==> src/rtl/bz_flit_deserializer.sv <==
// Reassembles 11-bit router flits (header + 3-flit data groups) into full
// {route, code, payload} words and presents them on a valid/ack channel.
module bz_flit_deserializer #(
  parameter int unsigned NPCroute = 8,
  parameter int unsigned NPCcode  = 7,
  parameter int unsigned NPCdata  = 20
) (
  input  logic                                 clk,
  input  logic                                 reset,
  input  logic [10:0]                          fifo_q,
  input  logic                                 fifo_empty,
  output logic                                 fifo_rdreq,
  output logic [NPCroute+NPCcode+NPCdata-1:0]  out_d,
  output logic                                 out_v,
  input  logic                                 out_a,
  output logic                                 proto_err
);

  localparam int unsigned DataW = NPCcode + NPCdata;

  typedef enum logic [2:0] {
    ST_HEAD = 3'd0,
    ST_D1   = 3'd1,
    ST_D2   = 3'd2,
    ST_D3   = 3'd3,
    ST_OUT  = 3'd4
  } state_t;

  state_t              state;
  state_t              state_nxt;
  logic [NPCroute-1:0] route_r;
  logic [DataW-1:0]    data_r;
  logic                tail_r;

  logic pop;
  logic flit_tail;
  logic ld_route;
  logic ld_d1;
  logic ld_d2;
  logic ld_d3;
  logic err_nxt;

  assign flit_tail = fifo_q[10];

  // State register
  always_ff @(posedge clk or posedge reset) begin
    if (reset) begin
      state <= ST_HEAD;
    end else begin
      state <= state_nxt;
    end
  end

  // Next-state, pop request and field load enables
  always_comb begin
    state_nxt  = state;
    fifo_rdreq = 1'b0;
    ld_route   = 1'b0;
    ld_d1      = 1'b0;
    ld_d2      = 1'b0;
    ld_d3      = 1'b0;
    err_nxt    = 1'b0;
    // Reset gating keeps the pop low while the block is held in reset
    pop        = !fifo_empty && !reset;
    case (state)
      ST_HEAD: begin
        fifo_rdreq = pop;
        if (pop) begin
          if (flit_tail) begin
            err_nxt = 1'b1;
          end else begin
            ld_route  = 1'b1;
            state_nxt = ST_D1;
          end
        end
      end
      ST_D1: begin
        fifo_rdreq = pop;
        if (pop) begin
          if (flit_tail) begin
            err_nxt   = 1'b1;
            state_nxt = ST_HEAD;
          end else begin
            ld_d1     = 1'b1;
            state_nxt = ST_D2;
          end
        end
      end
      ST_D2: begin
        fifo_rdreq = pop;
        if (pop) begin
          if (flit_tail) begin
            err_nxt   = 1'b1;
            state_nxt = ST_HEAD;
          end else begin
            ld_d2     = 1'b1;
            state_nxt = ST_D3;
          end
        end
      end
      ST_D3: begin
        fifo_rdreq = pop;
        if (pop) begin
          ld_d3     = 1'b1;
          state_nxt = ST_OUT;
        end
      end
      ST_OUT: begin
        // A non-tail group keeps route_r for the next data group
        if (out_a) begin
          state_nxt = tail_r ? ST_HEAD : ST_D1;
        end
      end
      default: begin
        state_nxt = ST_HEAD;
      end
    endcase
  end

  // Field capture registers
  always_ff @(posedge clk or posedge reset) begin
    if (reset) begin
      route_r <= '0;
      data_r  <= '0;
      tail_r  <= 1'b0;
    end else begin
      if (ld_route) begin
        route_r <= fifo_q[NPCroute-1:0];
      end
      if (ld_d1) begin
        data_r[26:20] <= fifo_q[6:0];
      end
      if (ld_d2) begin
        data_r[19:10] <= fifo_q[9:0];
      end
      if (ld_d3) begin
        data_r[9:0] <= fifo_q[9:0];
        tail_r      <= flit_tail;
      end
    end
  end

  // One-cycle framing error pulse
  always_ff @(posedge clk or posedge reset) begin
    if (reset) begin
      proto_err <= 1'b0;
    end else begin
      proto_err <= err_nxt;
    end
  end

  assign out_v = (state == ST_OUT);
  assign out_d = {route_r, data_r};

endmodule

==> config.mk <==
export PLATFORM = sky130hd
export DESIGN_NAME = bz_flit_deserializer
export DESIGN_NICKNAME = d
export VERILOG_FILES = /design/src/rtl/bz_flit_deserializer.sv
export SDC_FILE = /design/constraint.sdc
export NUM_CORES = 1
export LEC_CHECK = 0
export CORE_MARGIN = 2
export CORE_UTILIZATION = 35
export CTS_CLUSTER_SIZE = 28
export DETAILED_ROUTE_END_ITERATION = 7
export SLEW_MARGIN = 20
export SYNTH_ARGS = -nofsm -noshare
export SYNTH_HDL_FRONTEND = slang
export SYNTH_SLANG_ARGS = --single-unit
==> constraint.sdc <==
create_clock -name clk -period 1.7 [get_ports clk]
set_input_delay 0.255 -clock clk [delete_from_list [all_inputs] [get_ports clk]]
set_output_delay 0.255 -clock clk [all_outputs]
set_load 0.005 [all_outputs]
==> results.json, run 1 <==
{
  "fillers": 398,
  "synth_top_family_by_area": "multiplexers",
  "route.detailed.drc": 0,
  "yosys.area.top_type_share": 0.6061,
  "max_cap_viol_count": 0,
  "synthSimpleGateAreaFrac": 0.07727,
  "rsz0062_at_grt": "false",
  "path_max_fanout": 8,
  "yosysUniqueCellTypes": 24,
  "worst-r2r-setup-slack_ns": 0.04,
  "tightest_slew_ns": 0.3589,
  "mostFrequentLayoutCells": "clkdlybuf4s50_1, dfrtp_1, mux2_2",
  "dp.cells": 215,
  "grt_overflow": 0,
  "dpl_worst_slack_ns": -0.2394,
  "fmaxAchievable_ghz": 0.6021,
  "fin_hold_ws_ns": 0.3131,
  "finalCritPeriodShare": 0.9769,
  "rows": 24,
  "die_w_um": 72.70,
  "r2r_cells": 4,
  "synth.area.mux_share": 0.2750,
  "dieHeight_um": 72.70,
  "synth_area_per_cell_um2": 16.03,
  "status": "completed",
  "area_growth_pct": 46.97,
  "wl_per_cell_um": 16.04,
  "htreeDepth": 2,
  "skew_ns": 0.005847,
  "instances_no_fill": 227,
  "wl_um": 3642,
  "rr_startpoint": "state[0]",
  "worstPathArrival_ns": 1.83,
  "yosys.area.top_type": "dfrtp_1",
  "start_kind": "flip-flop",
  "finalSetupViolCount": 0,
  "finalNetCount": 190,
  "crit_type": "reg2reg",
  "synth_seq_cells": 40,
  "hold_path.class": "in2async",
  "finalCriticalPeriod_ns": 1.661,
  "finalHoldViolations": 0,
  "p_per_area_nw_per_um2": 1573,
  "finalWeightedCongestion": 0.8439,
  "maxSlewViolCount": 0,
  "clk_pin_slew_ns": 0.08,
  "synth_seq_area_share": 0.6061,
  "synthXorXnorAreaFrac": 0,
  "grt_pass1_wl_um": 6120,
  "avgViaCountPerCell": 4.846,
  "cts_tree": "built",
  "finalWorstSetupSlack_ns": 0.03926,
  "antenna_found_initial": 0,
  "synth_fp_nets": 118,
  "synth_cells": 103,
  "utilization": 0.5462,
  "syn_area_um2": 1652,
  "hpwlAfterDp_um": 2565,
  "leakagePower_nw": 1.102,
  "dr.pass1.iters": 3,
  "critPathCaptureType": "flip-flop",
  "clk_latency_ns": 0.28,
  "total_power_mw": 3.817,
  "antenna_left": 0,
  "num_vias": 1100,
  "layout_commonest_cell": "clkdlybuf4s50_1",
  "numPortBuffers": 52,
  "ctsLongestPathBuffers": 2,
  "dieArea_um2": 5285,
  "critical_path_required_ns": 1.87,
  "drt_iter0_drc": 36,
  "insertedDiodeCount": 0,
  "cts.sinks": 40,
  "boundaryPins": 53,
  "grt_pass1_vias": 1162,
  "synth-warning-count": 0,
  "worst_r2r_endpoint": "state[0]",
  "cts-buffers-inserted": 5,
  "synth_fa_ha_area_frac": 0,
  "cts_root_buf": "clkbuf_8",
  "core_area_um2": 4444,
  "ir_drop_mv": 0.7884,
  "drive_above_1_share": 0.4171,
  "grt_use_total": 0.1562,
  "grt_max_degree": 26,
  "initial_utilization": 0.3716,
  "synth-compound-area-share": 0.02121,
  "relSlewSlack": 0.7607,
  "synth_area_leaders": "dfrtp_1, mux2_2, mux2_4"
}
-- power by group --
group          internal (mW)  switching, mW  total (mW)
clock network          0.278          0.312       0.589
registers               1.37          0.223        1.59
logic                   1.15          0.482        1.63
-- per-stage QoR --
step                area [um2]  setup TNS, ns
detailed placement        2290         -6.476
CTS                       2412              0
finish                    2427              0
global route              2427              0
floorplan                 1652              0
global placement          2290         -5.319
-- Yosys cell counts --
| master | number |
|---|---|
| mux2_4 | 10 |
| and2_2 | 1 |
| nor3_1 | 1 |
| o21a_1 | 1 |
| inv_1 | 1 |
| dfrtp_1 | 40 |
| or2b_2 | 1 |
| clkbuf_8 | 1 |
| nor4_4 | 1 |
| o211ai_1 | 1 |
| buf_2 | 1 |
| nand2_1 | 1 |
| mux2_2 | 27 |
| a21oi_1 | 1 |
| and2b_2 | 1 |
| nor2b_1 | 1 |
| and3_2 | 1 |
| a211oi_1 | 1 |
| nand2_2 | 2 |
| nand3b_1 | 2 |
| o31ai_1 | 1 |
| nor2_1 | 3 |
| or4b_1 | 2 |
| buf_6 | 1 |
-- how the worst max path moves through the flow --
stage          slack [ns]        from        end
3_5_place_dp        -0.24  fifo_q[10]   state[0]
2_1_floorplan        0.14    state[2]  data_r[0]
6_report             0.04    state[0]   state[0]
4_1_cts              0.01    state[0]   state[0]
3_3_place_gp        -0.19  fifo_q[10]   state[0]
5_1_grt             0.007    state[2]   state[0]
-- flip-flops by register name, summed over array words and instances (netlist names) --
signal and count:
data_r 27, tail_r 1, state 3, route_r 8, proto_err 1
-- per-layer routing --
metal,GRT usage,vias up,share of wire
met5,0,-,0
met4,0.05556,0,0.013
met3,0.04696,4,0.040
met2,0.2444,35,0.50
met1,0.2063,556,0.45
li1,-,505,-
-- repair_timing --
action	in CTS	in global routing
resized for setup	12	0
pin swaps	2	1
endpoints found under the hold margin	0	0
hold buffers	0	0
setup endpoints to repair	2	1
buffers inserted	3	2
cloned	0	0
-- area by class of cell --
cell class,instances,area (um2),area share
clock buffers,5,68.82,0.02835
clock inverters,2,12.51,0.005155
repair buffers,68,635.6,0.2619
flip-flops and latches,40,1005,0.4139
inverters,1,3.754,0.001546
multi-input cells,59,636.9,0.2624
well taps,52,65.06,0.02680
-- cell families (layout without fill, tap and decap cells) --
group           Yosys count  after routing
simple gates             17             17
compound gates            5              5
flops                    40             40
buf+inv                   4             76
mux                      37             37
-- critical path, stage by stage, from the launching register on --
cell	delay, ns
dfrtp_2	0.40
buf_4	0.16
or4b_4	0.53
o211ai_1	0.13
mux2_4	0.32
Power figures use the tool's default switching activity.
==> run 2: changes to the inputs <==
--- a/config.mk
+++ b/config.mk
@@ -7,6 +7,7 @@
 export LEC_CHECK = 0
 export CORE_MARGIN = 2
 export CORE_UTILIZATION = 35
+export CTS_CLUSTER_DIAMETER = 80
 export CTS_CLUSTER_SIZE = 28
 export DETAILED_ROUTE_END_ITERATION = 7
 export SLEW_MARGIN = 20
==> results of run 2 <==
Final layout, timing and power as in run 1 (identical DEF).
